==> config.mk <==
export PLATFORM = sky130hd
export DESIGN_NAME = imem_program_loader
export DESIGN_NICKNAME = d
export VERILOG_FILES = /design/src/rtl/riscv_pkg.sv /design/src/rtl/byte_word_packer.sv /design/src/rtl/imem_program_loader.sv
export SDC_FILE = /design/constraint.sdc
export NUM_CORES = 1
export LEC_CHECK = 0
export ABC_AREA = 0
export CELL_PAD_IN_SITES_DETAIL_PLACEMENT = 0
export CELL_PAD_IN_SITES_GLOBAL_PLACEMENT = 1
export CORE_MARGIN = 3
export CORE_UTILIZATION = 32
export CTS_BUF_LIST = sky130_fd_sc_hd__clkbuf_16
export DETAILED_ROUTE_END_ITERATION = 8
export DONT_BUFFER_PORTS = 1
export PLACE_DENSITY_LB_ADDON = 0.1
export SETUP_SLACK_MARGIN = 0.02
export SLEW_MARGIN = 10
export SYNTH_ARGS = -nofsm -noshare
export SYNTH_HDL_FRONTEND = slang
export SYNTH_SLANG_ARGS = --single-unit
==> constraint.sdc <==
create_clock -name clk -period 2.8 [get_ports clk]
set_clock_uncertainty 0.1 [all_clocks]
set_input_delay 0.56 -clock clk [delete_from_list [all_inputs] [get_ports clk]]
set_output_delay 0.56 -clock clk [all_outputs]
set_load 0.05 [all_outputs]
==> src/rtl/riscv_pkg.sv <==
// Shared RISC-V core definitions: memory geometry, data width
// and the instruction-memory loader state encoding.
package riscv_pkg;

    localparam int IMEM_DEPTH  = 64;
    localparam int IMEM_ADDR_W = 6;
    localparam int XLEN        = 32;

    typedef logic [2:0] ldr_state_t;

    localparam ldr_state_t HDR_LO = 3'd0;
    localparam ldr_state_t HDR_HI = 3'd1;
    localparam ldr_state_t LOAD   = 3'd2;
    localparam ldr_state_t FLUSH  = 3'd3;
    localparam ldr_state_t DONE   = 3'd4;
    localparam ldr_state_t ERR    = 3'd5;

endpackage

==> src/rtl/byte_word_packer.sv <==
// Assembles little-endian bytes into a 32-bit word and pulses
// word_ready_o on the strobe that delivers the fourth byte.
module byte_word_packer
    import riscv_pkg::*;
(
    input  logic            clk,
    input  logic            clear_i,
    input  logic            strobe_i,
    input  logic [1:0]      byte_idx_i,
    input  logic [7:0]      in_data_i,
    output logic [XLEN-1:0] word_o,
    output logic            word_ready_o
);

    logic [XLEN-1:0] word_q;
    logic [XLEN-1:0] word_d;

    // The completing byte is merged combinationally so the word is
    // whole in the same cycle as word_ready_o.
    always_comb begin
        word_d = word_q;
        if (strobe_i) begin
            word_d[8*byte_idx_i +: 8] = in_data_i;
        end
    end

    always_ff @(posedge clk) begin
        if (clear_i) begin
            word_q <= '0;
        end else begin
            word_q <= word_d;
        end
    end

    assign word_o       = word_d;
    assign word_ready_o = strobe_i && (byte_idx_i == 2'd3);

endmodule

==> src/rtl/imem_program_loader.sv <==
// Streams a length-prefixed program into instruction memory and
// holds the core in reset until the last word has been written.
module imem_program_loader
    import riscv_pkg::*;
#(
    parameter int DEPTH  = IMEM_DEPTH,
    parameter int ADDR_W = IMEM_ADDR_W
) (
    input  logic              clk,
    input  logic              areset,
    input  logic              in_valid,
    input  logic [7:0]        in_data,
    output logic              in_ready,
    output logic              imem_we,
    output logic [ADDR_W-1:0] imem_addr,
    output logic [XLEN-1:0]   imem_wdata,
    output logic              core_run,
    output logic              done,
    output logic              err
);

    ldr_state_t        state_q, state_d;
    logic [15:0]       len_q, len_d;
    logic [15:0]       word_cnt_q, word_cnt_d;
    logic [1:0]        byte_idx_q, byte_idx_d;
    logic              in_ready_q, in_ready_d;
    logic              imem_we_q;
    logic [ADDR_W-1:0] imem_addr_q;
    logic [XLEN-1:0]   imem_wdata_q;

    logic              accept;
    logic              pk_strobe;
    logic [XLEN-1:0]   pk_word;
    logic              pk_ready;

    assign accept    = in_valid && in_ready_q;
    assign pk_strobe = accept && (state_q == LOAD);

    byte_word_packer u_packer (
        .clk          (clk),
        .clear_i      (areset),
        .strobe_i     (pk_strobe),
        .byte_idx_i   (byte_idx_q),
        .in_data_i    (in_data),
        .word_o       (pk_word),
        .word_ready_o (pk_ready)
    );

    always_ff @(posedge clk) begin
        if (areset) begin
            state_q    <= HDR_LO;
            len_q      <= '0;
            word_cnt_q <= '0;
            byte_idx_q <= '0;
        end else begin
            state_q    <= state_d;
            len_q      <= len_d;
            word_cnt_q <= word_cnt_d;
            byte_idx_q <= byte_idx_d;
        end
    end

    always_comb begin
        state_d    = state_q;
        len_d      = len_q;
        word_cnt_d = word_cnt_q;
        byte_idx_d = byte_idx_q;
        unique case (state_q)
            HDR_LO: begin
                if (accept) begin
                    len_d[7:0] = in_data;
                    state_d    = HDR_HI;
                end
            end
            HDR_HI: begin
                if (accept) begin
                    len_d[15:8] = in_data;
                    if (len_d == 16'd0) begin
                        state_d = DONE;
                    end else if (len_d > 16'(DEPTH)) begin
                        state_d = ERR;
                    end else begin
                        state_d = LOAD;
                    end
                end
            end
            LOAD: begin
                if (accept) begin
                    byte_idx_d = byte_idx_q + 2'd1;
                    if (pk_ready) begin
                        word_cnt_d = word_cnt_q + 16'd1;
                        if (word_cnt_q == len_q - 16'd1) begin
                            state_d = FLUSH;
                        end
                    end
                end
            end
            FLUSH:   state_d = DONE;
            default: state_d = state_q;
        endcase
    end

    // Registered ready keeps in_ready low in the cycle after reset.
    always_comb begin
        in_ready_d = (state_d == HDR_LO) || (state_d == HDR_HI) ||
                     (state_d == LOAD);
    end

    always_ff @(posedge clk) begin
        if (areset) begin
            in_ready_q   <= 1'b0;
            imem_we_q    <= 1'b0;
            imem_addr_q  <= '0;
            imem_wdata_q <= '0;
        end else begin
            in_ready_q <= in_ready_d;
            imem_we_q  <= pk_ready;
            if (pk_ready) begin
                imem_addr_q  <= word_cnt_q[ADDR_W-1:0];
                imem_wdata_q <= pk_word;
            end
        end
    end

    always_comb begin
        in_ready   = in_ready_q;
        imem_we    = imem_we_q;
        imem_addr  = imem_addr_q;
        imem_wdata = imem_wdata_q;
        done       = (state_q == DONE);
        core_run   = (state_q == DONE);
        err        = (state_q == ERR);
    end

endmodule

After elaboration in Yosys (flattened, before gate mapping)

Cells that the tools add are included.

Add/sub/neg operators: 4
Equal/unequal tests: 9
Shifts and indexed selects: 2
Muxes and demuxes: 10
Reductions and logical operators: 12
$lt $le $gt $ge: 1

Operators with widths:

| cell                                                                    | count |
|---|---|
| 5-bit negation with 34-bit output                                       | 1 |
| 8-bit by 34-bit variable shift with 32-bit output, first input constant | 1 |
| 8-bit by 34-bit variable part select with 32-bit output                 | 1 |
| 32-bit bitwise mux                                                      | 1 |
| 32-bit two-way mux                                                      | 1 |
| 3-bit two-way mux                                                       | 7 |
| 16-bit by 1-bit adder with 16-bit output, second input constant         | 1 |
| 16-bit equality test                                                    | 1 |
| 16-bit by 7-bit > comparator with 1-bit output, second input constant   | 1 |
| 16-bit logical NOT                                                      | 1 |
| 16-bit by 1-bit subtractor with 16-bit output, second input constant    | 1 |
| 3-bit one-hot mux with 4 select lines                                   | 1 |
| 3-bit by 2-bit equality test with 1-bit output, second input constant   | 3 |
| 3-bit by 1-bit equality test with 1-bit output, second input constant   | 2 |
| 3-bit equality test, second input constant                              | 2 |
| 3-bit logical NOT                                                       | 2 |
| 2-bit AND reduction                                                     | 3 |
| 1-bit logical AND                                                       | 3 |
| 3-bit AND reduction                                                     | 1 |
| 2-bit by 1-bit adder with 2-bit output, second input constant           | 1 |
| 2-bit equality test, second input constant                              | 1 |
| 1-bit logical OR                                                        | 2 |

Input bits: 11
Output and inout port bits: 43
Register bits after elaboration: 109
Word-level logic and storage cells: 48

Longest topological paths before layout

Gate-level depths: netlist of the first run.

Depth in word-level cells: 9
Mapped depth: 8
Mapped depth without buffers: 8

Cells and area by module

From an unflattened synthesis of the first run, not the netlist that was laid out.

Cell total of the unflattened synthesis: 527
Area total of the unflattened synthesis: 4860.9 µm²

By module, submodules not included:

| module              | times used | cells an instance | sequential area each (µm²) | area each (µm²) |
|---|---|---|---|---|
| imem_program_loader | 1          | 372               | 1541.5                     | 3442.1 |
| byte_word_packer    | 1          | 155               | 640.6                      | 1418.9 |

Least setup slack after synthesis of the first run

OpenSTA, ideal clock, no wires.

Path kind: register to output
Start point: register state_q[1]
End point: output done
Buffers on the path: 2
Data required time: 2140 ps
Cell stages (with the launch flop): 4
Setup slack: 39 ps
Data arrival time: 2101 ps
Cells stage by stage: dfxtp_1 clkbuf_1 nor3b_1 buf_4

Word-level cells in the longest chain between the ends: 1

RTL lines:

| item                   | RTL line                  | text |
|---|---|---|
| from (decl)            | imem_program_loader.sv:22 | `ldr_state_t state_q, state_d;` |
| from (signal assigned) | imem_program_loader.sv:56 | `state_q <= state_d;` |
| 3-bit equality test    | n/a                       |  |
| to (decl)              | imem_program_loader.sv:18 | `output logic done,` |

Every way passes these cells.

Worst setup path in the final report of the first run

Start point: register len_q[0]
End point: register state_q[0]

Word-level cells in the longest chain between the ends: 6
Elaborated cells between the ends (all ways): 11
Classes of those cells: add/sub: 1; order compare: 1; eq/ne: 1; mux: 7; reduce/logical: 1

RTL lines:

| item                                          | RTL line                  | text |
|---|---|---|
| from (decl)                                   | imem_program_loader.sv:23 | `logic [15:0] len_q, len_d;` |
| from (signal assigned)                        | imem_program_loader.sv:57 | `len_q <= len_d;` |
| 16-bit by 1-bit subtractor with 16-bit output | imem_program_loader.sv:92 | `if (word_cnt_q == len_q - 16'd1) begin` |
| 16-bit equality test                          | imem_program_loader.sv:92 |  |
| 3-bit two-way mux                             | imem_program_loader.sv:92 |  |
| 3-bit two-way mux                             | imem_program_loader.sv:90 | `if (pk_ready) begin` |
| 3-bit two-way mux                             | imem_program_loader.sv:88 | `if (accept) begin` |
| 3-bit one-hot mux with 4 select lines *       | imem_program_loader.sv:68 | `unique case (state_q)` |

Every way passes the cells marked *; elsewhere a longest branch is shown, timed or not.
A chain may end at the register's enable or synchronous reset.

==> out/metrics.cfg, run 1 <==
[worst_setup_path]
start_kind=flop
r2r_start=len_q[0]$_SDFFE_PP0P_
cp_max_fo=5
critical-path-max-stage-delay_ns=0.46
path_cells=inv_1, ha_1, nor4b_2, nand2_1, or3_2, xnor2_1, nor4_1, a21bo_1
crit_type=reg -> reg
worst_ep_arrival_time_ns=2.66
critPathSlowestCell=or3_2
end_kind=flop
startpoint=len_q[0]$_SDFFE_PP0P_
critPathRequiredTime_ns=3.00

[sta]
setup_viol=0
hold_viol_final=0
layout_min_cycle_time_ns=2.45
finalMaxSlewViolations=0
whs_ns=0.171
fin_ws_ns=0.345
maxSlewHeadroom=0.631
tns_ns=0
timing.final.crit_share=0.877
rsz0062_at_grt=no
max_freq_mhz=407
tightest_slew_ns=0.548

[synth]
synth-edff-count=0
synth_top_area_frac=0.457
syn_avg_cell_area_um2=8.47
netlist_area_mm2=0.00442
synth_async_sr_flop_share=0
synth_cell_types=52
synth_flop_cell=dfxtp_1
synth_nets=540
synth_seq_area_share=0.457
syn_inst=522
synth_area_leader_cell=dfxtp_1
synth_seq_cells=101
yosysWarnings=0
netlist_top_cells_area=dfxtp_1 (46%), nor2_1 (9.9%), xnor2_1 (5.1%)

[grt]
grt_overflow=0
top_usage_layer=met2
grt_use_met3=0.0467
grt_max_degree=103
grt_use_met1=0.218
grt_pass1_vias=3245
antenna_found_initial=0
grt_usage=0.157
grt_pass1_wl_mm=18.0
use_met2=0.230

[place]
dpl_cell_area_mm2=0.00458
dpl_worst_slack_ns=0.392
dp.cells=672
dp_hpwl_mm=7.82
globalplace.congestion=0.823
portBuffers=0

[clocking]
clk_pin_slew_ns=0.07
ctsHoldBuffers=0
cts_repair_resize_count=0
clk_latency_ns=0.35
postCtsSetupRepairBufs=0
ctsLongestPathBuffers=2
clockRootBuffer=clkbuf_16
cts_tree=built
cts.sinks=101
cts_buffers=9
cts-htree-levels=3

[routing]
routed-via-count=3406
drt-total-wl_mm=11.4
avgRoutedWirePerCell_um=16.6
drtPass1Iterations=4
vias_per_cell=4.95
drc=0
postRouteAntennaNets=0
drtIter0Drc=185

[cells_and_area]
drive_above_1_share=0.0703
diodes=0
final_cell_area_mm2=0.00489
areaGrowthSynthToFinish_pct=10.7
instances_no_fill=688
nets=525

[flow_run]
drv_cap=0

[die]
die_w_um=124
boundaryPins=54
die_height_um=124
fp.coreArea_mm2=0.0134
start_util=0.330
dieArea_mm2=0.0153
row_count=42

[hold_path]
hold_path_startpoint=areset
worst_hold_path_type=in -> reg

[power_and_ir_drop]
p_per_area_mw_per_mm2=606
peakVddDrop_mv=0.271
leakage_nw=1.81

[run_status]
status=finished, final reports clean

==> power breakdown <==
part	internal [mW]	leakage, nW	switching, mW	total [mW]
Sequential	1.45	0.815	0.0155	1.46
Clock	0.777	0.143	0.551	1.33
Combinational	0.0820	0.850	0.0957	0.178
==> placed cells by master (no fill, tap or decap), drive strengths merged, types with 2 or more instances in the layout <==
master	n
nor3b	3
clkinvlp	3
nor2	117
bufinv	2
nor3	13
nand3	9
nand2	28
inv	16
mux2i	8
nor4	7
or4	3
nand4	8
nor4b	2
ha	7
dfxtp	101
a211oi	25
a31oi	2
and2	2
or3	4
clkinv	2
xnor2	26
buf	9
clkbuf	9
xor2	16
a22oi	8
o21ai	2
and3	20
a21oi	44
==> cell usage after synthesis, types with 2 or more instances <==
cell,count
xnor2_1,26
nor2_1,117
xor2_1,16
or3_2,2
and2_1,2
o21ai_0,2
and3_1,20
inv_1,16
buf_2,2
mux2i_1,8
nand2_1,27
nand3_1,9
nand4_1,8
a211oi_1,25
buf_6,2
nor3_1,12
nor3b_1,3
dfxtp_1,101
nor4_1,5
a31oi_1,2
a21oi_1,44
or4_1,2
buf_1,3
clkbuf_1,27
a22oi_1,8
ha_1,7
==> registers in the layout, indices dropped and copies added, names as in the netlist <==
signal,count
imem_wdata,32
state_q,3
in_ready,1
word_cnt_q,16
len_q,16
u_packer.word_q,24
byte_idx_q,2
imem_addr,6
imem_we,1
==> worst max-delay path, delay by kind of cell, from the launching register on <==
| family | cells | cell delay [ns] |
|---|---|---|
| xor+xnor | 1 | 0.15 |
| fa+ha+maj | 1 | 0.22 |
| compound gates | 1 | 0.15 |
| buf+inv | 1 | 0.07 |
| flops | 1 | 0.35 |
| simple gates | 4 | 1.37 |
==> through the flow <==
stage                      util  total power [mW]
final                     0.365              2.97
after global routing      0.365              3.09
after CTS                 0.365              3.02
after detailed placement  0.342              1.67
after global placement    0.342              1.67
after floorplan               -              1.66
==> cell families after synthesis <==
logic type / share of synthesized area
xor gates and xnor gates: 0.0832
muxes: 0.0181
and+or+nand+nor: 0.246
DFF: 0.457
buffers and inverters: 0.0481
AOI/OAI and AO/OA: 0.128
adders and majority gates: 0.0198
==> final cells by class <==
cell class	instances	area [um^2]
Sequential cell	101	2020
Fill cell	1425	8510
Clock buffer	9	225
Timing Repair Buffer	9	83.8
Tap cell	176	220
Clock inverter	7	90.1
Inverter	16	60.1
Multi-Input combinational cell	370	2190
==> worst paths after layout <==
path,to,slack [ns],depth (start not counted)
worst min-delay path,u_packer.word_q[4]$_SDFF_PP0_,0.17,1
worst max register to register,state_q[0]$_SDFF_PP0_,0.35,8
worst max-delay path,state_q[0]$_SDFF_PP0_,0.35,8
worst min register to register,u_packer.word_q[19]$_SDFF_PP0_,0.38,2
==> per-layer routing <==
| layer | vias up | routed length (um) |
|---|---|---|
| met3 | 10 | 799 |
| met4 | 0 | 166 |
| met5 | - | 0 |
| met1 | 1564 | 5490 |
| li1 | 1759 | - |
| met2 | 73 | 4970 |
Power figures use the tool's default switching activity.
==> run 2, diff against run 1 <==
- CORE_ASPECT_RATIO: not set -> 1.2
==> out/metrics.cfg, run 2 (synthesis gave the netlist of run 1 again) <==
[run_status]
status=finished, final reports clean

[flow_run]
drv_cap=0

[die]
die_height_um=135
boundaryPins=54
start_util=0.331
dieArea_mm2=0.0153
row_count=46
fp.coreArea_mm2=0.0134
die_w_um=113

[worst_setup_path]
r2r_end=state_q[0]$_SDFF_PP0_
start_kind=flop
crit_buf_inv=1
cp.depth=8
critPathTopFamily=simple AND/OR/NAND/NOR gates
critical-path-max-stage-delay_ns=0.46
crit_path_end=state_q[0]$_SDFF_PP0_
end_kind=flop
crit_type=reg -> reg
path_cells=inv_1, ha_1, nor4b_2, nand2_1, or3_2, xnor2_1, nor4_1, a21bo_1
r2r_cells=8
critPathSlowestCell=or3_2
reg2reg_slack_ns=0.32
critPathRequiredTime_ns=3.00
startpoint=len_q[0]$_SDFFE_PP0P_
worst_ep_arrival_time_ns=2.68
cp_max_fo=5
r2r_start=len_q[0]$_SDFFE_PP0P_

[routing]
postRouteAntennaNets=0
vias_per_cell=5.03
routed-via-count=3407
drc=0
drtIter0Drc=178
drt-total-wl_mm=11.4
drtPass1Iterations=4
avgRoutedWirePerCell_um=16.8

[clocking]
cts.sinks=101
ctsLongestPathBuffers=2
cts_buffers=9
ctsHoldBuffers=0
clk_pin_slew_ns=0.07
cts_tree=built
cts_repair_resize_count=0
cts-htree-levels=3
clk_latency_ns=0.35
postCtsSetupRepairBufs=0
clockRootBuffer=clkbuf_16

[grt]
grt_pass1_wl_mm=18.3
antenna_found_initial=0
grt_max_degree=103
grt_overflow=0
grt_pass1_vias=3316
grt_usage=0.155

[cells_and_area]
nets=525
mostFrequentLayoutCell=nor2_1
areaGrowthSynthToFinish_pct=9.65
final_cell_mix=nor2_1 (117), dfxtp_1 (101), a21oi_1 (44)
utilization=0.363
diodes=0
drive_above_1_share=0.0667
largest_register_ffs=32

[sta]
maxSlewHeadroom=0.527
finalMaxSlewViolations=0
layout_min_cycle_time_ns=2.48
tns_ns=0
hold_viol_final=0
setup_viol=0
max_freq_mhz=403
timing.final.crit_share=0.887
rsz0062_at_grt=no
tightest_slew_ns=0.704
whs_ns=0.184

[power_and_ir_drop]
leakage_nw=1.80
p_per_area_mw_per_mm2=591
total_power_mw=2.87
peakVddDrop_mv=0.343

[place]
dp_hpwl_mm=7.81
globalplace.congestion=0.752
portBuffers=0

[hold_path]
worst_hold_path_type=in -> reg

[run 2: how the worst min path moves through the flow]
stage	startpoint	endpoint	slack (ns)	cells past startpoint
3_5_place_dp	u_packer.word_q[17]$_SDFF_PP0_	u_packer.word_q[17]$_SDFF_PP0_	0.37	2
2_1_floorplan	u_packer.word_q[16]$_SDFF_PP0_	u_packer.word_q[16]$_SDFF_PP0_	0.34	2
4_1_cts	areset	u_packer.word_q[4]$_SDFF_PP0_	0.17	1
5_1_grt	areset	u_packer.word_q[2]$_SDFF_PP0_	0.17	1
6_report	areset	len_q[11]$_SDFFE_PP0P_	0.18	1
3_3_place_gp	u_packer.word_q[17]$_SDFF_PP0_	u_packer.word_q[17]$_SDFF_PP0_	0.36	2
[run 2: area by class of cell]
class,instances,area (um^2)
fillers,1418,8500
multi-input cells,370,2190
flip-flops and latches,101,2020
clock buffers,9,225
well taps,168,210
repair buffers,9,83.8
inverters,16,60.1
clock inverters,5,53.8
[run 2: stage by stage]
stage	std cells	setup slack (ns)	instance area, um^2
finish	678	0.317	4850
global route	678	0.0505	4850
CTS	678	0.308	4850
detailed placement	664	0.339	4570
global placement	664	0.405	4570
floorplan	522	0.0385	4420
[run 2: per-layer routing]
layer  GRT usage  part of all wire  wire length, um
met5           0                 0                0
met4      0.0768             0.028              316
met3      0.0242             0.033              372
met2       0.252              0.48             5500
met1       0.200              0.46             5170
[run 2: report_power, final]
| part | switching [mW] | internal, mW |
|---|---|---|
| registers | 0.0182 | 1.45 |
| logic | 0.0945 | 0.0808 |
| clock network | 0.547 | 0.679 |
| total | 0.659 | 2.21 |
==> run 3, diff against run 2 <==
- CORE_MARGIN: 3 -> 4
==> out/metrics.cfg, run 3 (synthesis gave the netlist of run 1 again) <==
[power_and_ir_drop]
leakage_nw=1.82
p_per_area_mw_per_mm2=615
peakVddDrop_mv=0.295

[die]
fp.coreArea_mm2=0.0134
row_count=46
die_w_um=115
dieArea_mm2=0.0158
start_util=0.331
die_height_um=137
boundaryPins=54

[grt]
grt_max_degree=103
antenna_found_initial=0
grt_usage=0.151
grt_pass1_vias=3257
grt_pass1_wl_mm=18.1
grt_overflow=0

[cells_and_area]
nets=525
regArea_mm2=0.00202
mostFrequentLayoutCell=nor2_1
multi_input_area_mm2=0.00219
areaGrowthSynthToFinish_pct=10.6
drive_above_1_share=0.0723
fill_cells=1388
diodes=0
final_cell_mix=nor2_1 (117), dfxtp_1 (101), a21oi_1 (44)
largest_register_ffs=32

[sta]
hold_viol_final=0
rsz0062_at_grt=no
max_freq_mhz=413
maxSlewHeadroom=0.506
layout_min_cycle_time_ns=2.42
finalMaxSlewViolations=0
setup_viol=0
tightest_slew_ns=0.735
whs_ns=0.186
timing.final.crit_share=0.865
tns_ns=0

[run_status]
status=finished, final reports clean

[routing]
avgRoutedWirePerCell_um=16.7
drt-total-wl_mm=11.4
drtIter0Drc=167
postRouteAntennaNets=0
routed-via-count=3398
vias_per_cell=5.00
drtPass1Iterations=4
drc=0

[worst_setup_path]
crit_type=reg -> reg
end_kind=flop
start_kind=flop
cp_max_fo=5
worst_ep_arrival_time_ns=2.62
critPathRequiredTime_ns=3.00

[clocking]
cts.sinks=101
ctsLongestPathBuffers=2
ctsHoldBuffers=0
clk_latency_ns=0.35
clk_pin_slew_ns=0.07
cts_buffers=9
cts-htree-levels=3
cts_tree=built
cts_repair_resize_count=0
postCtsSetupRepairBufs=0
clockRootBuffer=clkbuf_16

[flow_run]
drv_cap=0

[place]
portBuffers=0
dp_hpwl_mm=7.83
globalplace.congestion=0.765

[hold_path]
worst_hold_path_type=in -> reg

[run 3: final cells by class]
type | count | share of cell area
Clock buffer | 9 | 0.0461
Clock inverter | 7 | 0.0194
Inverter | 16 | 0.0123
Multi-Input combinational cell | 370 | 0.449
Sequential cell | 101 | 0.414
Tap cell | 168 | 0.0430
Timing Repair Buffer | 9 | 0.0171
[run 3: worst max-delay path, cell delays in order, from the launching register on]
cell and delay [ns]:
dfxtp_1 0.35, inv_1 0.07, ha_1 0.23, nor4b_2 0.39
nand2_1 0.21, or3_2 0.46, xnor2_1 0.15, nor4_1 0.28
a21bo_1 0.14
[run 3: power breakdown]
| group | switching, mW | total [mW] | internal [mW] |
|---|---|---|---|
| clock | 0.581 | 1.37 | 0.787 |
| sequential | 0.0184 | 1.46 | 1.45 |
| combinational | 0.0932 | 0.174 | 0.0807 |
| total | 0.693 | 3.01 | 2.31 |
[run 3: final timing paths]
check                                  from                              to  slack, ns  cells past startpoint
max                   len_q[0]$_SDFFE_PP0P_           state_q[0]$_SDFF_PP0_       0.38                      8
min                                  areset      imem_wdata[3]$_SDFFE_PP0P_       0.19                      1
max reg2reg           len_q[0]$_SDFFE_PP0P_           state_q[0]$_SDFF_PP0_       0.38                      8
min reg2reg  u_packer.word_q[22]$_SDFF_PP0_  u_packer.word_q[22]$_SDFF_PP0_       0.39                      2
[run 3: through the flow]
stage | utilization | setup slack [ns] | std cells | area [um^2] | total power, mW
finish | 0.366 | 0.377 | 680 | 4890 | 3.01
global route | 0.366 | 0.153 | 680 | 4890 | 3.12
CTS | 0.366 | 0.340 | 680 | 4890 | 3.04
detailed placement | 0.342 | 0.350 | 664 | 4570 | 1.67
global placement | 0.342 | 0.411 | 664 | 4570 | 1.67
floorplan | - | 0.0385 | 522 | 4420 | 1.66
[run 3: per-layer routing]
layer	GRT usage	vias to the layer above	share of wire
li1	-	1761	-
met1	0.189	1560	0.45
met2	0.249	58	0.49
met3	0.0274	19	0.032
met4	0.0731	0	0.025
met5	0	-	0
